==> config.mk <==
export PLATFORM = sky130hd
export DESIGN_NAME = addsub_iterative
export DESIGN_NICKNAME = d
export VERILOG_FILES = /design/src/rtl/addsub_iterative.sv
export SDC_FILE = /design/constraint.sdc
export NUM_CORES = 1
export LEC_CHECK = 0
export CAP_MARGIN = 20
export CELL_PAD_IN_SITES_DETAIL_PLACEMENT = 0
export CELL_PAD_IN_SITES_GLOBAL_PLACEMENT = 2
export CORE_MARGIN = 2
export CORE_UTILIZATION = 33
export DETAILED_ROUTE_END_ITERATION = 10
export PLACE_DENSITY_LB_ADDON = 0.1
export SLEW_MARGIN = 20
export SYNTH_ARGS = -nofsm -noshare
export SYNTH_HDL_FRONTEND = slang
export SYNTH_SLANG_ARGS = --single-unit
==> constraint.sdc <==
create_clock -name clk -period 4.3 [get_ports clk]
set_input_delay 0.86 -clock clk [delete_from_list [all_inputs] [get_ports clk]]
set_output_delay 0.86 -clock clk [all_outputs]
set_load 0.1 [all_outputs]
==> src/rtl/addsub_iterative.sv <==
// addsub_iterative: multi-cycle adder/subtractor that handles CHUNK bits per clock.
// The carry is registered between chunks, so a wide word shares one narrow adder.
// There are valid/ready handshakes on both sides, and only one operation is in flight at a time.
// Optional feature macro: ADDSUB_OVERFLOW_EN. When it is defined, a signed overflow flag is produced.
// When it is undefined, the overflow port is tied to 0.
module addsub_iterative #(
  parameter int WIDTH = 32,
  parameter int CHUNK = 8
) (
  input  logic             clk,
  input  logic             rst_n,
  input  logic             in_valid,
  output logic             in_ready,
  input  logic [WIDTH-1:0] a,
  input  logic [WIDTH-1:0] b,
  input  logic             carry_in,
  input  logic             sub,
  output logic             out_valid,
  input  logic             out_ready,
  output logic [WIDTH-1:0] sum,
  output logic             carry_out,
  output logic             overflow
);

  localparam int N  = WIDTH / CHUNK;
  localparam int CW = (N > 1) ? $clog2(N) : 1;

  typedef enum logic [1:0] {
    IDLE = 2'd0,
    CALC = 2'd1,
    DONE = 2'd2
  } state_t;

  state_t           state_q, state_d;
  logic [CW-1:0]    cnt_q, cnt_d;
  logic [WIDTH-1:0] a_q, a_d;
  logic [WIDTH-1:0] b_q, b_d;
  logic [WIDTH-1:0] acc_q, acc_d;
  logic [WIDTH-1:0] sum_q, sum_d;
  logic             carry_q, carry_d;
  logic             carry_out_q, carry_out_d;

  logic [CHUNK-1:0] a_chunk;
  logic [CHUNK-1:0] b_chunk;
  logic [CHUNK:0]   chunk_sum;
  logic             last_chunk;
  logic             accept;
  logic             finish;

  // State and datapath registers; reset discards any operation in flight and clears the result
  always_ff @(posedge clk or negedge rst_n) begin
    if (!rst_n) begin
      state_q     <= IDLE;
      cnt_q       <= '0;
      a_q         <= '0;
      b_q         <= '0;
      acc_q       <= '0;
      sum_q       <= '0;
      carry_q     <= 1'b0;
      carry_out_q <= 1'b0;
    end else begin
      state_q     <= state_d;
      cnt_q       <= cnt_d;
      a_q         <= a_d;
      b_q         <= b_d;
      acc_q       <= acc_d;
      sum_q       <= sum_d;
      carry_q     <= carry_d;
      carry_out_q <= carry_out_d;
    end
  end

  // Next-state logic: accept in IDLE, step through the chunks in CALC, wait for the consumer in DONE
  always_comb begin
    state_d = state_q;
    case (state_q)
      IDLE:    if (accept)     state_d = CALC;
      CALC:    if (last_chunk) state_d = DONE;
      DONE:    if (out_ready)  state_d = IDLE;
      default:                 state_d = IDLE;
    endcase
  end

  // Handshake outputs decoded directly from the state
  always_comb begin
    in_ready  = (state_q == IDLE);
    out_valid = (state_q == DONE);
  end

  // Chunk adder: pick the current chunk of each operand and add it with the registered carry
  always_comb begin
    a_chunk = '0;
    b_chunk = '0;
    for (int i = 0; i < N; i++) begin
      if (cnt_q == CW'(i)) begin
        a_chunk = a_q[i*CHUNK +: CHUNK];
        b_chunk = b_q[i*CHUNK +: CHUNK];
      end
    end
    chunk_sum  = {1'b0, a_chunk} + {1'b0, b_chunk} + {{CHUNK{1'b0}}, carry_q};
    last_chunk = (cnt_q == CW'(N - 1));
    accept     = (state_q == IDLE) && in_valid;
    finish     = (state_q == CALC) && last_chunk;
  end

  // Datapath updates: latch operands on accept (B pre-inverted for subtract), accumulate chunks,
  // and publish the result only when the final chunk completes
  always_comb begin
    a_d         = a_q;
    b_d         = b_q;
    cnt_d       = cnt_q;
    carry_d     = carry_q;
    acc_d       = acc_q;
    sum_d       = sum_q;
    carry_out_d = carry_out_q;
    if (accept) begin
      a_d     = a;
      b_d     = b ^ {WIDTH{sub}};
      carry_d = carry_in;
      cnt_d   = '0;
    end else if (state_q == CALC) begin
      for (int i = 0; i < N; i++) begin
        if (cnt_q == CW'(i)) begin
          acc_d[i*CHUNK +: CHUNK] = chunk_sum[CHUNK-1:0];
        end
      end
      carry_d = chunk_sum[CHUNK];
      cnt_d   = last_chunk ? '0 : cnt_q + CW'(1);
      if (finish) begin
        sum_d       = acc_d;
        carry_out_d = chunk_sum[CHUNK];
      end
    end
  end

  assign sum       = sum_q;
  assign carry_out = carry_out_q;

`ifdef ADDSUB_OVERFLOW_EN
  logic ovf_q, ovf_d;
  logic msb_carry;

  // Signed overflow: the carry into the MSB differs from the carry out of it, sampled with the sum
  always_comb begin
    msb_carry = a_chunk[CHUNK-1] ^ b_chunk[CHUNK-1] ^ chunk_sum[CHUNK-1];
    ovf_d     = finish ? (msb_carry ^ chunk_sum[CHUNK]) : ovf_q;
  end

  // Overflow flag register, cleared by reset alongside the result
  always_ff @(posedge clk or negedge rst_n) begin
    if (!rst_n) ovf_q <= 1'b0;
    else        ovf_q <= ovf_d;
  end

  assign overflow = ovf_q;
`else
  assign overflow = 1'b0;
`endif

endmodule

==> results of run 1 <==
-- final timing paths --
kind	startpoint	endpoint	cells after the start
worst max-delay path	cnt_q[0]$_DFFE_PN0P_	acc_q[12]$_DFFE_PN0P_	14
worst min-delay path	acc_q[3]$_DFFE_PN0P_	acc_q[3]$_DFFE_PN0P_	2
worst max register to register	cnt_q[0]$_DFFE_PN0P_	acc_q[12]$_DFFE_PN0P_	14
worst min register to register	acc_q[3]$_DFFE_PN0P_	acc_q[3]$_DFFE_PN0P_	2
max in group asynchronous	rst_n	b_q[14]$_DFFE_PN0P_	2
min in group asynchronous	rst_n	sum[24]$_DFFE_PN0P_	1
-- flip-flops by register name, indices dropped and copies added, names as in the netlist --
signal     cells
carry_q        1
acc_q         24
carry_out      1
state_q        2
a_q           32
b_q           32
cnt_q          2
sum           32
-- layer usage --
layer	share of wire	track usage	wire [um]
met3	0.035	0.03810	530
met4	0.014	0.05102	212
met1	0.47	0.2132	7035
met2	0.48	0.2689	7170
met5	0	0	0
-- logic make-up (layout without fill, tap and decap cells) --
kind of cell,Yosys count,count (layout),synth area share
multiplexers,41,41,0.07610
flip-flops,126,126,0.5283
XOR/XNOR,37,37,0.05430
adder cells (fa/ha/maj),13,13,0.02977
buffers and inverters,52,158,0.04046
other,1,1,0.0006283
AO/OA/AOI/OAI,169,169,0.1581
AND/OR/NAND/NOR,152,152,0.1124
-- metrics by stage --
stage	cell area, um^2	hold slack [ns]
floorplan	5968	0.4419
global placement	7181	0.4549
detailed placement	7181	0.4625
CTS	7715	0.4745
global route	7720	0.5041
finish	7720	0.4720
-- synthesized netlist by cell type (2+ instances only) --
library cell and number:
dfrtp_1 126, a21oi_1 73, nand2_1 64, o21ai_0 60, nor2_1 54, mux2_2 35, xnor2_1 34, clkbuf_1 20
buf_2 15, nor3b_1 15, a22oi_1 14, ha_1 11, inv_1 9, o21ai_1 8, mux2i_1 6, nand2b_1 6
buf_4 5, nor2b_1 4, xor2_1 3, a21o_1 2, a221oi_1 2, a22o_1 2, and2_1 2, fa_1 2
nor3_1 2, o211ai_1 2, o21bai_1 2
-- layout make-up --
| class | instances | area, um^2 | area share |
|---|---|---|---|
| clock inverter | 12 | 97.59 | 0.01264 |
| inverter | 9 | 33.78 | 0.004376 |
| timing repair buffer | 117 | 1131 | 0.1465 |
| sequential | 126 | 3153 | 0.4084 |
| multi-input combinational | 413 | 2581 | 0.3344 |
| tap | 229 | 286.5 | 0.03712 |
| clock buffer | 20 | 436.7 | 0.05656 |
-- worst max-delay path: stages, from the launching register on --
cell	delay, ns
dfrtp_1	0.42
inv_1	0.11
ha_1	0.15
buf_4	0.19
nor2b_1	0.41
buf_4	0.25
a22oi_1	0.09
nor2_1	0.13
a21oi_1	0.05
o21ai_0	0.27
ha_1	0.35
a21o_1	0.20
a21oi_1	0.17
xor2_1	0.49
o21ai_0	0.20
==> qor.yml, run 1 <==
status: "finished clean"
die_h_um: 138.5
min_period_ns: 3.636
io_pins: 106
setup_ws_ns: 0.6635
fin_skew_ns: 0.01586
fin_util: 0.4327
grt_max_degree: 97
hpwl_um: 10440
vias: 4455
tns_ns: 0
synth_edf_count: 0
routed_via_density: 4.811
worstSetupPathType: "reg2reg"
syn2layout_area_growth_pct: 29.35
cts_resized: 0
final.period_utilization: 0.8457
synth_warnings: 0
first_iter_violations: 186
clockBufferDepth: 2
ys_types: 40
pre_cts_slack_ns: 0.6756
drv_slew: 0
clk_latency_ns: 0.42
htree_levels: 4
tightestPinTransition_ns: 1.045
core_um2: 17840
dp_cells: 894
postSynthCellCount: 591
worstHoldPathType: "reg2reg"
rsz0062_at_grt: "false"
cap_violations: 0
synth_area_um2: 5968
cts_tree: "yes"
cp_max_fo: 12
synth_area_leaders: "dfrtp_1 (53%), mux2_2 (6.6%), a21oi_1 (6.1%)"
synth.top_cell.area_share: 0.5283
max_freq_mhz: 275.0
rows: 49
final_hold_viol_count: 0
gp_congestion: 0.7476
portBuffers: 104
yosysTopAreaCell: "dfrtp_1"
die_area_um2: 19180
layout_common_cells: "dfrtp_1 (126), clkdlybuf4s50_1 (102), a21oi_1 (73)"
grt.total_usage: 0.1628
ant_nets: 0
cp.arrival_ns: 3.91
reg2reg_slack_ns: 0.66
drc_errors: 0
nFillCells: 1744
syn_nets: 674
grt_pass1_vias: 4548
cts_made_buffers: 17
initial_core_util: 0.3345
relSlewSlack: 0.3036
drive_above_1_share: 0.1205
antenna_found_initial: 0
critPathCaptureType: "flop"
grt.overflow.total: 0
post-cts-setup-buffers: 0
layoutNonFillerInstCount: 926
wl_um: 14950
diodes: 0
start_kind: "flop"
synth.avg_cell_area_um2: 10.10
cp_data_required_time_ns: 4.57
clockRootBuffer: "clkbuf_16"
setup_viol: 0
holdBufCountCts: 0
final_common_cell: "dfrtp_1"
firstDrtPassIters: 4
yosysSeqAreaShare: 0.5283
grt_pass1_wl_um: 24610
ys.flop_type: "dfrtp_1"
yosys_register_bits: 126
clkSinkCount: 126
fin_nets: 767
die_w_um: 138.5
clkTransAtPathRegs_ns: 0.05
routedWlPerCell_um: 16.14
synthArstFlopShare: 1.000
Power of run 1 is not shown: default switching activity piles up to over one toggle a cycle in this logic, so the estimate is an artifact.
==> run 2: changes to the inputs <==
Clock period 4.3 ns to 3.4 ns, I/O delays scaled along.
==> qor.yml, run 2 (synthesis results as in run 1) <==
die_h_um: 138.5
antenna_found_initial: 0
max_freq_mhz: 305.1
rows: 49
htree_levels: 4
critPathCaptureType: "flop"
cp_data_required_time_ns: 3.68
grt.total_usage: 0.1610
reg2reg_from: "cnt_q[0]$_DFFE_PN0P_"
first_iter_violations: 137
relSlewSlack: 0.4135
fin_nets: 775
cp.arrival_ns: 3.56
min_period_ns: 3.278
crit_start: "cnt_q[0]$_DFFE_PN0P_"
wl_um: 14870
ant_nets: 0
worstSetupPathType: "reg2reg"
syn2layout_area_growth_pct: 31.47
fin_skew_ns: 0.008939
die_w_um: 138.5
vias: 4473
firstDrtPassIters: 4
clk_latency_ns: 0.41
routedWlPerCell_um: 15.96
drive_above_1_share: 0.1920
portBuffers: 104
grt_max_degree: 62
drv_slew: 0
drc_errors: 0
hpwl_um: 10630
cp_max_fo: 16
holdBufCountCts: 0
gp_congestion: 0.8469
clockRootBuffer: "clkbuf_16"
whs_ns: 0.1981
setup_viol: 0
clkTransAtPathRegs_ns: 0.06
final.period_utilization: 0.9641
final_hold_viol_count: 0
grt.overflow.total: 0
clockBufferDepth: 2
tightestPinTransition_ns: 0.8767
final_common_cell: "dfrtp_1"
rsz0062_at_grt: "true"
cts_tree: "yes"
start_kind: "flop"
io_pins: 106
cts_made_buffers: 17
clkSinkCount: 126
diodes: 0
die_area_um2: 19180
initial_core_util: 0.3345
core_um2: 17840
grt_pass1_wl_um: 24320
grt_pass1_vias: 4616
routed_via_density: 4.799
worstHoldPathType: "in2async"
layout_common_cells: "dfrtp_1 (126), a21oi_1 (73), clkdlybuf4s50_1 (67)"
status: "finished clean"
cap_violations: 0
-- run 2: changes by cell type in the layout (fill, tap and decap cells not counted), moves of 3 or more --
cell / before / now
clkbuf_8: 0 / 3
buf_12: 0 / 5
buf_4: 14 / 51
clkdlybuf4s50_1: 102 / 67
clkinvlp_4: 5 / 1
-- run 2: repair_timing --
action | CTS | global route
endpoints found under the setup margin | 3 | 19
gates cloned | 0 | 0
pin swaps | 0 | 3
buffers inserted | 0 | 3
gates resized for setup | 1 | 13
-- run 2: per-stage QoR --
stage                TNS (ns)  instances    util  setup slack, ns  cell area [um^2]
floorplan                   0        591       -           0.2418              5968
global placement            0        899  0.4032           0.1521              7193
detailed placement  -0.007283        899  0.4032        -0.004878              7193
CTS                         0        929  0.4353          0.03106              7766
global route          -0.3315        932  0.4398         -0.06052              7846
finish                      0        932  0.4398           0.1222              7846
-- run 2: worst max-delay path, cell delays in order, from the launching register on --
cell	delay, ns
dfrtp_1	0.43
inv_2	0.07
ha_1	0.22
nor2b_1	0.16
buf_12	0.15
a221oi_2	0.23
nor3_1	0.07
a21oi_1	0.22
fa_2	0.25
inv_1	0.05
fa_2	0.35
a21o_1	0.21
a221oi_4	0.31
buf_6	0.16
xnor2_4	0.15
o21ai_1	0.12
-- run 2: path summary, 6_finish.rpt --
check,endpoint,slack [ns],cells past startpoint
max,sum[14]$_DFFE_PN0P_,0.12,15
max in group asynchronous,b_q[30]$_DFFE_PN0P_,2.37,2
min reg2reg,acc_q[19]$_DFFE_PN0P_,0.47,2
max reg2reg,sum[14]$_DFFE_PN0P_,0.12,15
min,sum[1]$_DFFE_PN0P_,0.20,1
min in group clk,acc_q[19]$_DFFE_PN0P_,0.47,2
-- run 2: per-layer routing --
layer | part of all wire | GRT usage | vias to the layer above | wire length (um)
li1 | - | - | 2223 | -
met3 | 0.043 | 0.04260 | 14 | 634
met4 | 0.015 | 0.05263 | 0 | 217
met2 | 0.49 | 0.2658 | 95 | 7216
met1 | 0.46 | 0.2070 | 2141 | 6805
met5 | 0 | 0 | - | 0
-- run 2: cell type report --
| cell class | instances | area, um^2 |
|---|---|---|
| clock buffers | 23 | 478.0 |
| multi-input cells | 413 | 2638 |
| flip-flops and latches | 126 | 3153 |
| repair buffers | 125 | 1170 |
| inverters | 9 | 33.78 |
| clock inverters | 7 | 87.58 |
| fillers | 1729 | 9995 |
| well taps | 229 | 286.5 |
Power of run 2 is left out for the same reason.
